**src/rtl/sp_fifo_pkg.sv**
```systemverilog
// Shared definitions for the serial-to-parallel packing FIFO: default sizing,
// width helpers, parameter legality check and the occupancy-update encoding.
package sp_fifo_pkg;

    localparam int DEF_IN_W      = 1;
    localparam int DEF_OUT_W     = 16;
    localparam int DEF_DEPTH     = 64;
    localparam int DEF_MSB_FIRST = 1;

    typedef enum logic [1:0] {
        CNT_HOLD = 2'b00,
        CNT_POP  = 2'b01,
        CNT_PUSH = 2'b10,
        CNT_BOTH = 2'b11
    } cnt_op_e;

    function automatic int clog2(input int value);
        int r;
        r = 0;
        for (int i = 0; i < 31; i++) begin
            if ((32'sd1 << i) < value) r = i + 1;
        end
        return r;
    endfunction

    function automatic bit params_legal(input int in_w, input int out_w, input int depth);
        return (in_w > 0) && (out_w >= in_w) && ((out_w % in_w) == 0) &&
               (depth >= 2) && ((depth & (depth - 1)) == 0);
    endfunction

endpackage

```
**src/rtl/sp_fifo_packer.sv**
```systemverilog
// Beat packer: places IN_W-bit beats into an OUT_W-bit word and emits a
// combinational push strobe with the finished (or zero-padded) word.
module sp_packer
    import sp_fifo_pkg::*;
#(
    parameter  int IN_W      = DEF_IN_W,
    parameter  int OUT_W     = DEF_OUT_W,
    parameter  int MSB_FIRST = DEF_MSB_FIRST,
    localparam int RATIO     = OUT_W / IN_W,
    localparam int PW        = clog2(RATIO) + 1
) (
    input  logic             clk,
    input  logic             rst,
    input  logic [IN_W-1:0]  din,
    input  logic             wr_en,
    input  logic             flush,
    input  logic             full,
    output logic             push,
    output logic [OUT_W-1:0] word,
    output logic [PW-1:0]    pending
);

    logic [OUT_W-1:0] word_q;
    logic [OUT_W-1:0] word_ins;
    logic [PW-1:0]    pend_q;
    logic [PW-1:0]    pend_ins;
    logic             beat_ok;
    logic             flush_ok;

    // Unfilled slots of word_q are always zero, so a flush pads for free.
    always_comb begin
        beat_ok  = wr_en && !full;
        flush_ok = flush && !full;
        word_ins = word_q;
        for (int k = 0; k < RATIO; k++) begin
            if (beat_ok && (pend_q == PW'(k))) begin
                if (MSB_FIRST != 0) word_ins[OUT_W-1-k*IN_W -: IN_W] = din;
                else                word_ins[k*IN_W +: IN_W]         = din;
            end
        end
        pend_ins = pend_q + PW'(beat_ok);
        push     = (pend_ins == PW'(RATIO)) || (flush_ok && (pend_ins != '0));
    end

    always_ff @(posedge clk or posedge rst) begin
        if (rst) begin
            word_q <= '0;
            pend_q <= '0;
        end else if (push) begin
            word_q <= '0;
            pend_q <= '0;
        end else begin
            word_q <= word_ins;
            pend_q <= pend_ins;
        end
    end

    assign word    = word_ins;
    assign pending = pend_q;

endmodule

```
**src/rtl/sp_pack_fifo.sv**
```systemverilog
// Serial-to-parallel packing FIFO: beat packer feeding a DEPTH-word circular
// buffer with registered read data and sticky overflow/underflow flags.
module sp_pack_fifo
    import sp_fifo_pkg::*;
#(
    parameter  int IN_W      = DEF_IN_W,
    parameter  int OUT_W     = DEF_OUT_W,
    parameter  int DEPTH     = DEF_DEPTH,
    parameter  int MSB_FIRST = DEF_MSB_FIRST,
    localparam int RATIO     = OUT_W / IN_W,
    localparam int AW        = clog2(DEPTH),
    localparam int CW        = AW + 1,
    localparam int PW        = clog2(RATIO) + 1
) (
    input  logic             clk,
    input  logic             rst,
    input  logic [IN_W-1:0]  din,
    input  logic             wr_en,
    input  logic             flush,
    input  logic             rd_en,
    output logic [OUT_W-1:0] dout,
    output logic             full,
    output logic             empty,
    output logic [CW-1:0]    word_count,
    output logic [PW-1:0]    pending,
    output logic             overflow,
    output logic             underflow
);

    if (!params_legal(IN_W, OUT_W, DEPTH)) begin : g_bad_params
        $error("sp_pack_fifo: OUT_W must be a multiple of IN_W and DEPTH a power of 2 >= 2");
    end

    logic             push;
    logic [OUT_W-1:0] push_word;
    logic [OUT_W-1:0] mem [DEPTH];
    logic [AW-1:0]    wr_ptr;
    logic [AW-1:0]    rd_ptr;
    logic [CW-1:0]    count_q;
    logic             rd_ok;
    cnt_op_e          cnt_op;

    sp_packer #(
        .IN_W      (IN_W),
        .OUT_W     (OUT_W),
        .MSB_FIRST (MSB_FIRST)
    ) u_packer (
        .clk     (clk),
        .rst     (rst),
        .din     (din),
        .wr_en   (wr_en),
        .flush   (flush),
        .full    (full),
        .push    (push),
        .word    (push_word),
        .pending (pending)
    );

    // Flags come from the registered count, so a same-cycle read never frees room.
    assign full       = (count_q == CW'(DEPTH));
    assign empty      = (count_q == '0);
    assign word_count = count_q;
    assign rd_ok      = rd_en && !empty;

    always_comb begin
        cnt_op = CNT_HOLD;
        case ({push, rd_ok})
            2'b01:   cnt_op = CNT_POP;
            2'b10:   cnt_op = CNT_PUSH;
            2'b11:   cnt_op = CNT_BOTH;
            default: cnt_op = CNT_HOLD;
        endcase
    end

    always_ff @(posedge clk) begin
        if (push) mem[wr_ptr] <= push_word;
    end

    always_ff @(posedge clk or posedge rst) begin
        if (rst) begin
            dout <= '0;
        end else if (rd_ok) begin
            dout <= mem[rd_ptr];
        end
    end

    always_ff @(posedge clk or posedge rst) begin
        if (rst) begin
            wr_ptr    <= '0;
            rd_ptr    <= '0;
            count_q   <= '0;
            overflow  <= 1'b0;
            underflow <= 1'b0;
        end else begin
            if (push)  wr_ptr <= wr_ptr + AW'(1);
            if (rd_ok) rd_ptr <= rd_ptr + AW'(1);
            case (cnt_op)
                CNT_PUSH: count_q <= count_q + CW'(1);
                CNT_POP:  count_q <= count_q - CW'(1);
                default:  count_q <= count_q;
            endcase
            if ((wr_en || flush) && full) overflow <= 1'b1;
            if (rd_en && empty)           underflow <= 1'b1;
        end
    end

endmodule

```
**config.mk**
```make
export PLATFORM = sky130hd
export DESIGN_NAME = sp_pack_fifo
export DESIGN_NICKNAME = d
export VERILOG_FILES = /design/src/rtl/sp_fifo_pkg.sv /design/src/rtl/sp_fifo_packer.sv /design/src/rtl/sp_pack_fifo.sv
export SDC_FILE = /design/constraint.sdc
export NUM_CORES = 1
export LEC_CHECK = 0
export BUFFER_PORTS_ARGS = -buffer_cell sky130_fd_sc_hd__buf_2
export CORE_MARGIN = 2
export CORE_UTILIZATION = 44
export DETAILED_ROUTE_END_ITERATION = 12
export MAX_ROUTING_LAYER = met4
export PLACE_DENSITY = 0.65
export RECOVER_POWER = 25
export SLEW_MARGIN = 20
export SYNTH_ARGS = -nofsm -noshare
export SYNTH_HDL_FRONTEND = slang
export SYNTH_SLANG_ARGS = --single-unit
```
**constraint.sdc**
```tcl
create_clock -name clk -period 13.2 [get_ports clk]
set_input_delay 0 -clock clk [delete_from_list [all_inputs] [get_ports clk]]
set_output_delay 0 -clock clk [all_outputs]
set_load 0.005 [all_outputs]
```
==> summary.md, run 1 <==
| Metric | Value |
|---|---|
| Peak fanout along the critical path | `49` |
| # Post-CTS Setup Buffers | `0` |
| Detail Placement HPWL | `58,900 um` |
| Syn Inst Count | `2,026` |
| Least-Margin Pin Slew | `3.78 ns` |
| Final Setup Violations | `0` |
| Ys async rst share | `5.36%` |
| Ratio of cells with drive above 1 in the final layout | `27.2%` |
| Skew final | `0.0211 ns` |
| CP top delay family | `flip-flops` |
| Crit. Startpoint | `rd_ptr[0]` |
| Dominant synthesized flop cell | `edfxtp_1` |
| GRT overflow | `0` |
| Via count | `20,834` |
| R2R cell count | `7` |
| Synth cell types | `64` |
| Yosys top cell by area | `edfxtp_1` |
| CTS root buffer | `clkbuf_16` |
| Outcome | `finished, violations left` |
| Drt drc | `0` |
| CTS Sinks | `1,082` |
| Largest net degree at the start of global routing | `117` |
| Crit end category | `register` |
| Slew HR | `-152%` |
| Setup WS pre-CTS | `8.30 ns` |
| FP Rows | `114` |
| Period minus WS final | `5.77 ns` |
| Leakage | `0.0155 uW` |
| IO buf count | `37` |
| Mapped Area | `42,600 um^2` |
| Post-synth top area share | `72.2%` |
| Slowest library cell on the worst path | `dfrtp_1` |
| Routed WL | `101,000 um` |
| Final slew viol count | `767` |
| Antenna cells | `0` |
| Power Total | `9970 uW` |
| Die W | `315 um` |
| Starting density of the core | `44.2%` |
| Num ports | `38` |
| Pwr dens | `207 nW/um^2` |
| DRT Pass-1 Iters | `5` |
| Commonest cells after routing, fill and taps aside | `edfxtp_1 (1,024), mux4_2 (226), clkbuf_16 (108)` |
| CP arrival | `6.32 ns` |
| Initial antenna violation count | `1` |
| Die Span Y | `315 um` |
| Clock-pin slew on the worst setup and hold paths | `0.06 ns` |
| Max Buffers Root-to-Sink | `3` |
| Setup slack, reg-to-reg | `7.43 ns` |
| Mapped Avg Cell Area | `21.0 um^2` |
| First-pass GRT wire length | `147,000 um` |
| Gp weighted congestion | `0.855` |
| Core area | `96,300 um^2` |
| CTS tree | `yes` |
| ANT nets after route | `0` |
| Hold Crit Class | `input pin to register` |
| Vias per cell | `5.93` |
| CP Launch Type | `register` |
| Crit-path max cell delay | `2.32 ns` |
| Average wire per standard cell | `28.9 um` |
| Final layout net count | `2,158` |
| Syn-to-layout area delta | `13.1%` |
| Most used cell, CP | `buf_4` |
| Number of max-cap violations | `12` |
| WP data required | `13.75 ns` |
| CTS HTree Levels | `3` |
| Synth area leaders | `edfxtp_1 (72%), mux4_2 (12%), dfrtp_1 (3.4%)` |
| Synthesized flop and latch total | `1,082` |
| Crit Reg-Reg Startpoint | `rd_ptr[0]` |
| Latest clock arrival within the worst-skew pair | `0.67 ns` |
| Crit. path cell count | `7` |
| Total CTS buffers | `106` |
| GRT Util Overall | `21.2%` |
| Hold Vio Cnt, Final | `0` |
| Fmax | `0.173 GHz` |
| RSZ-0062 raised after global routing | `false` |
| Post-synth EDFFs | `1,024` |
| Post-Syn Nets | `2,039` |
| Die area | `99,300 um^2` |
| Number of global-route vias before repair | `20,760` |
| Crit-path cells | `buf_4, buf_4, mux4_2, mux2_2, nor3_1, a2111oi_0, a221o_1` |
| Sequential cell area fraction in the yosys report | `75.6%` |
| Worst setup margin | `7.43 ns` |
| CP bufs+invs | `2` |
| Peak VDD IR | `0.000183 V` |
| CP Capture Point | `dout[3]` |
| Crit Path Class | `register to register` |
| Violated checks | `max-capacitance violations, max-slew violations` |
| Commonest non-fill, non-tap cell in the layout | `edfxtp_1` |
| Min-Delay Path Depth | `3` |
| Setup TNS | `0 ns` |
| RR Endpoint | `dout[3]` |
| Drt initial violations | `2,543` |
| Synth warnings | `0` |
| Final worst path period share | `43.7%` |
[registers in the layout, indices dropped and copies added, names as in the netlist]
| signal | count |
|---|---|
| mem | 1024 |
| u_packer.word_q | 16 |
| u_packer.pending | 5 |
| rd_ptr | 6 |
| wr_ptr | 6 |
| overflow | 1 |
| dout | 16 |
| word_count | 7 |
| underflow | 1 |
[area by class of cell]
type	count	area, um^2
well taps	1276	1600
clock buffers	143	2890
multi-input cells	804	9900
repair buffers	142	955
clock inverters	57	574
inverters	9	33.8
fillers	7551	48100
flip-flops and latches	1082	32200
[worst min path at each step]
stage                     start                   to  slack [ns]
after floorplan           flush  u_packer.pending[4]        0.09
after global placement    flush  u_packer.pending[4]        0.24
after detailed placement  flush  u_packer.pending[4]        0.24
after CTS                 rd_en            underflow        0.09
after global routing      flush  u_packer.pending[4]        0.13
final                     flush  u_packer.pending[4]        0.12
[through the flow]
step                      hold WS, ns  instances  instance area (um^2)  util (%)
final                           0.124       3513                 48200      50.0
after global routing            0.125       3513                 48200      50.0
after CTS                      0.0921       3513                 48200      50.1
after detailed placement        0.240       3308                 44700      46.4
after global placement          0.241       3308                 44700      46.4
after floorplan                0.0903       2026                 42600         -
[where the power goes]
group / internal (uW) / switching, uW / total, uW
combinational: 1110 / 1640 / 2750
sequential: 4000 / 216 / 4220
clock: 1750 / 1250 / 3000
total: 6860 / 3110 / 9970
[metal layers]
| layer | GRT usage [%] | routed length, um | vias up |
|---|---|---|---|
| li1 | - | - | 8748 |
| met1 | 28.7 | 41100 | 11020 |
| met2 | 32.5 | 48800 | 912 |
| met3 | 4.85 | 8900 | 154 |
| met4 | 5.66 | 2700 | 0 |
| met5 | - | 0 | - |
[cells in the mapped netlist (9+ instances only)]
| cell | count |
|---|---|
| dfrtp_1 | 58 |
| mux4_2 | 226 |
| xor2_1 | 9 |
| o2111ai_1 | 12 |
| xnor2_1 | 13 |
| or2_2 | 16 |
| mux2_2 | 70 |
| a22oi_1 | 13 |
| and2_1 | 29 |
| nor4_1 | 37 |
| nand3_1 | 30 |
| o211ai_1 | 29 |
| a221oi_1 | 37 |
| buf_2 | 51 |
| buf_6 | 13 |
| buf_1 | 12 |
| mux2i_1 | 52 |
| clkbuf_1 | 40 |
| edfxtp_1 | 1024 |
| a21oi_1 | 9 |
| nor3_1 | 23 |
| o2bb2ai_1 | 10 |
| o221ai_1 | 12 |
| buf_4 | 13 |
| nor2_1 | 42 |
| nand2_1 | 44 |
| mux4_1 | 11 |
[logic make-up (layout without fill, tap and decap cells)]
logic type	count (synthesis)	in the layout	synth area share [%]
flops	1082	1082	75.6
compound gates	161	161	3.09
fa+ha+maj	7	7	0.206
buf+inv	140	351	1.76
xor+xnor	22	22	0.452
simple gates	254	254	3.16
mux	360	360	15.7
[tightest hold or removal path: cells and delay by family]
family / cells / cell delay, ns
buffers and inverters: 2 / 0.66
AOI/OAI and AO/OA: 1 / 0.08
[timing repair]
item / in CTS / in global routing
hold endpoints to repair: 66 / 0
hold buffers: 5 / 0
resized for setup: 0 / 0
No activity file was read; power rests on OpenSTA's default activity.
==> inputs of run 2 (changes only) <==
- PLACE_DENSITY: 0.65 -> 0.67
- clock period: 13.2 -> 5.3 ns (I/O delays scaled with it)
==> run 2 against run 1 <==
Against the previous run:
- the flow still finishes with violations (max-capacitance violations, max-slew violations)
- non-clock buffer count fell by 1
- hold slack improved by 0.0021 ns
- global-route usage rose by 0.10 points
- flip-flop and latch count did not move
- sequential power rose by 150%
- via count rose by 0.63%
- critical path type unchanged
- largest cell class unchanged
- largest power group unchanged
==> summary.md, run 2 (synthesis gave the netlist of run 1 again) <==
| Metric | Value |
|---|---|
| Ratio of cells with drive above 1 in the final layout | `28.0% (+0.82 points)` |
| CP bufs+invs | `2 (unchanged)` |
| FP Rows | `114 (unchanged)` |
| Final Setup Violations | `0 (unchanged)` |
| CTS HTree Levels | `3 (unchanged)` |
| Number of max-cap violations | `10 (-2)` |
| Starting density of the core | `44.2% (unchanged)` |
| Drt initial violations | `2,675 (+5.2%)` |
| Crit end category | `register` |
| Setup TNS | `0 ns (unchanged)` |
| WP data required | `5.88 ns (-7.87 ns)` |
| Clock-pin slew on the worst setup and hold paths | `0.06 ns (about the same)` |
| Average wire per standard cell | `29.1 um (+0.84%)` |
| Routed WL | `102,000 um (+0.64%)` |
| Outcome | `finished, violations left` |
| Core area | `96,300 um^2 (unchanged)` |
| Worst setup margin | `0.531 ns (-6.90 ns)` |
| Die W | `315 um (unchanged)` |
| Leakage | `0.0155 uW (+0.41%)` |
| Violated checks | `max-capacitance violations, max-slew violations` |
| IO buf count | `37 (unchanged)` |
| GRT Util Overall | `21.3% (+0.10 points)` |
| Cells resized by post-CTS repair | `0 (unchanged)` |
| Detail Placement HPWL | `61,000 um (+3.7%)` |
| Gp weighted congestion | `0.925 (+8.1%)` |
| Hold Vio Cnt, Final | `0 (unchanged)` |
| Hold slack | `0.126 ns (+0.00205 ns)` |
| Initial antenna violation count | `0 (-1)` |
| Crit-path max cell delay | `0.90 ns (-1.42 ns)` |
| Hold Crit Class | `input pin to register` |
| Period minus WS final | `4.77 ns (-0.998 ns)` |
| Die Span Y | `315 um (unchanged)` |
| Skew final | `0.0361 ns (+0.0150 ns)` |
| # Post-CTS Setup Buffers | `0 (unchanged)` |
| Commonest cells after routing, fill and taps aside | `edfxtp_1 (1,024), mux4_2 (226), clkbuf_16 (113)` |
| DRT Pass-1 Iters | `5 (unchanged)` |
| Area of the multi-input gates | `9900 um^2 (unchanged)` |
| CTS root buffer | `clkbuf_16` |
| Num ports | `38 (unchanged)` |
| Pwr dens | `515 nW/um^2 (+150%)` |
| Number of global-route vias before repair | `20,902 (+0.68%)` |
| Largest Register | `mem` |
| CP Launch Type | `register` |
| Syn-to-layout area delta | `13.2%` |
| Setup WS pre-CTS | `0.656 ns (-7.65 ns)` |
| ANT nets after route | `0 (unchanged)` |
| Latest clock arrival within the worst-skew pair | `0.67 ns (about the same)` |
| Least-Margin Pin Slew | `3.55 ns (-0.232 ns)` |
| Fmax | `0.210 GHz (+21%)` |
| Final slew viol count | `550 (-28%)` |
| Fill cells | `7,541 (-0.13%)` |
| Largest register FFs | `1,024 (unchanged)` |
| Vias per cell | `5.98 (+0.83%)` |
| Slew HR | `-137% (+15 points)` |
| RSZ-0062 raised after global routing | `false` |
| Setup slack, reg-to-reg | `0.53 ns (-6.90 ns)` |
| Total CTS buffers | `106 (unchanged)` |
| Die area | `99,300 um^2 (unchanged)` |
| CTS Sinks | `1,082 (unchanged)` |
| CTS tree | `yes` |
| Via count | `20,965 (+0.63%)` |
| Final worst path period share | `90.0% (+46 points)` |
| Max Buffers Root-to-Sink | `3 (unchanged)` |
| CP arrival | `5.35 ns (-0.97 ns)` |
| Peak VDD IR | `0.000570 V (+210%)` |
| GRT overflow | `0 (unchanged)` |
| Largest net degree at the start of global routing | `86 (-26%)` |
| Peak fanout along the critical path | `20 (-59%)` |
| Final layout net count | `2,157 (-0.046%)` |
| Slowest library cell on the worst path | `clkbuf_1` |
| Crit-path cells | `or4_1, o41ai_4, clkbuf_1, inv_1, ha_1, xor2_1, ha_1, a21boi_0, o22a_1, a211o_1, a31oi_1, xor2_1` |
| CP top delay family | `buffers and inverters` |
| Drt drc | `0 (unchanged)` |
| Commonest non-fill, non-tap cell in the layout | `edfxtp_1` |
| First-pass GRT wire length | `148,000 um (+0.83%)` |
| Cell area after layout | `48,200 um^2 (+0.13%)` |
| Crit Path Class | `register to register` |
| FF/Latch Area | `32,200 um^2 (about the same)` |
| DP Area | `44,800 um^2 (about the same)` |
| Top flop regs | `mem (1024), dout (16), u_packer.word_q (16)` |
run 2: cell types whose count changed in the layout (fill, tap and decap cells not counted), moves of 3 or more:
cell       delta
clkbuf_8      -4
clkinv_2     +15
buf_12        +3
mux2_4        +3
mux2_1        +3
mux2_2        -6
clkbuf_16     +5
clkinv_1     -12
clkbuf_1     -13
run 2: worst paths after layout:
kind	from	end	depth (start not counted)
worst max-delay path	word_count[3]	word_count[6]	12
worst min-delay path	flush	u_packer.pending[4]	3
worst max register to register	word_count[3]	word_count[6]	12
worst min register to register	underflow	underflow	1
max in group asynchronous	rst	rd_ptr[1]	4
min in group asynchronous	rst	u_packer.word_q[9]	4
run 2: area by class of cell:
cell class	count	area share [%]
Antenna cell	1	0.00519
Tap cell	1276	3.31
Sequential cell	1082	66.8
Clock buffer	135	6.08
Inverter	9	0.0701
Multi-Input combinational cell	804	20.5
Clock inverter	58	1.15
Timing Repair Buffer	141	2.07
run 2: per-layer routing:
layer,track usage [%],wire [um],vias up
met5,-,0,-
met4,5.63,2610,0
met3,5.16,10700,142
met2,31.8,47300,1016
met1,29.5,41500,11054
li1,-,-,8753
run 2: worst register-to-register path: stages, from the launching register on:
cell      delay, ns
dfrtp_1        0.48
or4_1          0.63
o41ai_4        0.26
clkbuf_1       0.90
inv_1          0.54
ha_1           0.48
xor2_1         0.21
ha_1           0.22
a21boi_0       0.13
o22a_1         0.22
a211o_1        0.30
a31oi_1        0.17
xor2_1         0.15
run 2: through the flow:
stage	util (%)	instances	total power, uW
6_report	50.1	3506	24900
5_1_grt	50.1	3505	25700
4_1_cts	50.2	3505	25000
3_5_place_dp	46.5	3308	17500
3_3_place_gp	46.5	3308	17500
2_1_floorplan	-	2026	15100
run 2: timing repair:
action	in CTS	in global routing
endpoints found under the hold margin	71	0
endpoints found under the setup margin	0	0
hold buffers	4	0
run 2: where the power goes:
part	internal (uW)	switching, uW	total (uW)
sequential	9980	482	10500
clock	4380	3090	7470
combinational	2720	4200	6920
==> inputs of run 3 (changes only) <==
- PLACE_DENSITY: 0.67 -> 0.71
- REMOVE_ABC_BUFFERS: default -> 1
==> run 3 against run 2 <==
Against the previous run:
- the run still ends with max-capacitance violations, max-slew violations left
- largest power group unchanged
- combinational power decreased by 1%
- register-to-register slack got worse by 0.21 ns
- flip-flop and latch count stayed put
- power about the same
- clock power barely moved
- die area stayed put
- setup slack worse by 0.21 ns
- clock skew shrank 0.0046 ns
- critical path depth is the same
- final area grew 0.11%
==> summary.md, run 3 (synthesis gave the netlist of run 1 again) <==
| Metric | Value |
|---|---|
| Outcome | `finished, violations left` |
| Violated checks | `max-capacitance violations, max-slew violations` |
| Peak VDD IR | `0.000421 V (-26%)` |
| CTS Sinks | `1,082 (unchanged)` |
| Num ports | `38 (unchanged)` |
| CTS tree | `yes` |
| Drt drc | `0 (unchanged)` |
| First-pass GRT wire length | `148,000 um (+0.28%)` |
| Leakage | `0.0155 uW (+0.14%)` |
| R2R cell count | `12 (unchanged)` |
| Final slew viol count | `513 (-6.7%)` |
| Area of the multi-input gates | `9900 um^2 (about the same)` |
| WP data required | `5.88 ns (about the same)` |
| Pwr dens | `515 nW/um^2 (about the same)` |
| Period minus WS final | `4.98 ns (+0.206 ns)` |
| Largest Register | `mem` |
| IO buf count | `37 (unchanged)` |
| Crit end category | `register` |
| Average wire per standard cell | `28.8 um (-1.1%)` |
| CTS HTree Levels | `3 (unchanged)` |
| Die Span Y | `315 um (unchanged)` |
| Worst setup margin | `0.324 ns (-0.206 ns)` |
| Starting density of the core | `44.2% (unchanged)` |
| Fill cells | `7,489 (-0.69%)` |
| ANT nets after route | `0 (unchanged)` |
| DRT Pass-1 Iters | `5 (unchanged)` |
| Die area | `99,300 um^2 (unchanged)` |
| Crit Path Class | `register to register` |
| CTS root buffer | `clkbuf_16` |
| Fmax | `0.201 GHz (-4.1%)` |
| Setup slack, reg-to-reg | `0.32 ns (-0.21 ns)` |
| Reg power frac | `42.4% (+0.3 points)` |
| Core area | `96,300 um^2 (unchanged)` |
| Largest register FFs | `1,024 (unchanged)` |
| Slew HR | `-130% (+6.5 points)` |
| GRT overflow | `0 (unchanged)` |
| Final Setup Violations | `0 (unchanged)` |
| Routed WL | `101,000 um (-0.92%)` |
| Clock-pin slew on the worst setup and hold paths | `0.06 ns (about the same)` |
| RSZ-0062 raised after global routing | `false` |
| # Post-CTS Setup Buffers | `0 (unchanged)` |
| Cell area after layout | `48,300 um^2 (+0.11%)` |
| Peak fanout along the critical path | `20 (unchanged)` |
| FP Rows | `114 (unchanged)` |
| Total CTS buffers | `105 (-0.94%)` |
| Number of global-route vias before repair | `21,338 (+2.1%)` |
| Clock Power Share | `30.0% (about the same)` |
| Hold Vio Cnt, Final | `0 (unchanged)` |
| Syn-to-layout area delta | `13.4%` |
| CP arrival | `5.55 ns (+0.20 ns)` |
| Number of max-cap violations | `9 (-1)` |
| Detail Placement HPWL | `59,400 um (-2.7%)` |
| Largest net degree at the start of global routing | `97 (+13%)` |
| Final layout net count | `2,161 (+0.19%)` |
| CP Launch Type | `register` |
| Skew final | `0.0314 ns (-0.00462 ns)` |
| Max Buffers Root-to-Sink | `3 (unchanged)` |
| Initial antenna violation count | `0 (unchanged)` |
| Final worst path period share | `93.9% (+3.9 points)` |
| Least-Margin Pin Slew | `3.45 ns (-0.0974 ns)` |
| Switching Share | `31.2% (-0.11 points)` |
| Vias per cell | `6.07 (+1.5%)` |
| Pint | `17,100 uW (+0.22%)` |
| Via count | `21,309 (+1.6%)` |
| DP Area | `44,800 um^2 (+0.15%)` |
| Commonest cells after routing, fill and taps aside | `edfxtp_1 (1,024), mux4_2 (226), clkbuf_16 (109)` |
| Sw Pwr | `7750 uW (-0.29%)` |
| Setup WS pre-CTS | `0.587 ns (-0.0695 ns)` |
| Ratio of cells with drive above 1 in the final layout | `28.1% (+0.14 points)` |
| Commonest non-fill, non-tap cell in the layout | `edfxtp_1` |
| Gp weighted congestion | `0.931 (+0.71%)` |
| Min-Delay Path Depth | `3 (unchanged)` |
| Drt initial violations | `2,696 (+0.79%)` |
| Hold Crit Class | `input pin to register` |
| Combinational fraction of design power | `27.5% (-0.4 points)` |
| GRT Util Overall | `21.2% (-0.13 points)` |
| Antenna cells | `0 (-1)` |
| Top flop regs | `mem (1024), dout (16), u_packer.word_q (16)` |
| Die W | `315 um (unchanged)` |
| FF/Latch Area | `32,200 um^2 (unchanged)` |
| Latest clock arrival within the worst-skew pair | `0.67 ns (about the same)` |
run 3: power by group through the flow:
stage	Combinational, uW	Clock, uW	Sequential [uW]
global route	7180	7870	10600
global placement	6730	0	10700
detailed placement	6850	0	10700
finish	6850	7470	10600
floorplan	4190	0	11000
CTS	6880	7570	10500
run 3: critical path, cell delays in order, from the launching register on:
cell and delay, ns:
dfrtp_1 0.48, or4_1 0.63, o41ai_4 0.31, clkbuf_1 0.99, inv_1 0.55, ha_1 0.49, xor2_1 0.21, ha_1 0.23
a21boi_0 0.13, o22a_1 0.24, a211o_1 0.31, a31oi_1 0.18, xor2_1 0.15
run 3: area by class of cell:
class	instances	area share, %
Timing Repair Buffer	146	2.21
Sequential cell	1082	66.7
Clock buffer	127	5.81
Multi-Input combinational cell	804	20.5
Tap cell	1276	3.31
Inverter	9	0.0700
Clock inverter	68	1.36
run 3: path summary, 6_finish.rpt:
path,startpoint,to
worst max-delay path,word_count[3],word_count[6]
worst min-delay path,rd_en,underflow
worst max register to register,word_count[3],word_count[6]
worst min register to register,underflow,underflow
max in group asynchronous,rst,rd_ptr[1]
min in group asynchronous,rst,u_packer.pending[0]
run 3: what timing repair did:
action,CTS,global route
gates resized for setup,0,0
hold endpoints to repair,72,0
endpoints found under the setup margin,0,0
hold buffers,4,0
run 3: per-layer routing:
| metal | track usage (%) | up-vias | wire length [um] | share of wire [%] |
|---|---|---|---|---|
| met4 | 5.71 | 0 | 3060 | 3.0 |
| met5 | - | - | 0 | 0 |
| met1 | 29.1 | 11229 | 39600 | 39 |
| met2 | 32.8 | 1126 | 49000 | 48 |
| li1 | - | 8768 | - | - |
| met3 | 3.80 | 186 | 9450 | 9.3 |
run 3: metrics by stage:
| stage | util [%] | setup TNS (ns) | cells | hold WS, ns | power [uW] |
|---|---|---|---|---|---|
| floorplan | - | -92.84 | 1895 | 0.0903 | 15200 |
| global placement | 46.6 | 0 | 3313 | 0.227 | 17400 |
| detailed placement | 46.6 | 0 | 3313 | 0.251 | 17600 |
| CTS | 50.2 | 0 | 3512 | 0.0942 | 25000 |
| global route | 50.1 | 0 | 3512 | 0.145 | 25700 |
| finish | 50.1 | 0 | 3512 | 0.130 | 24900 |
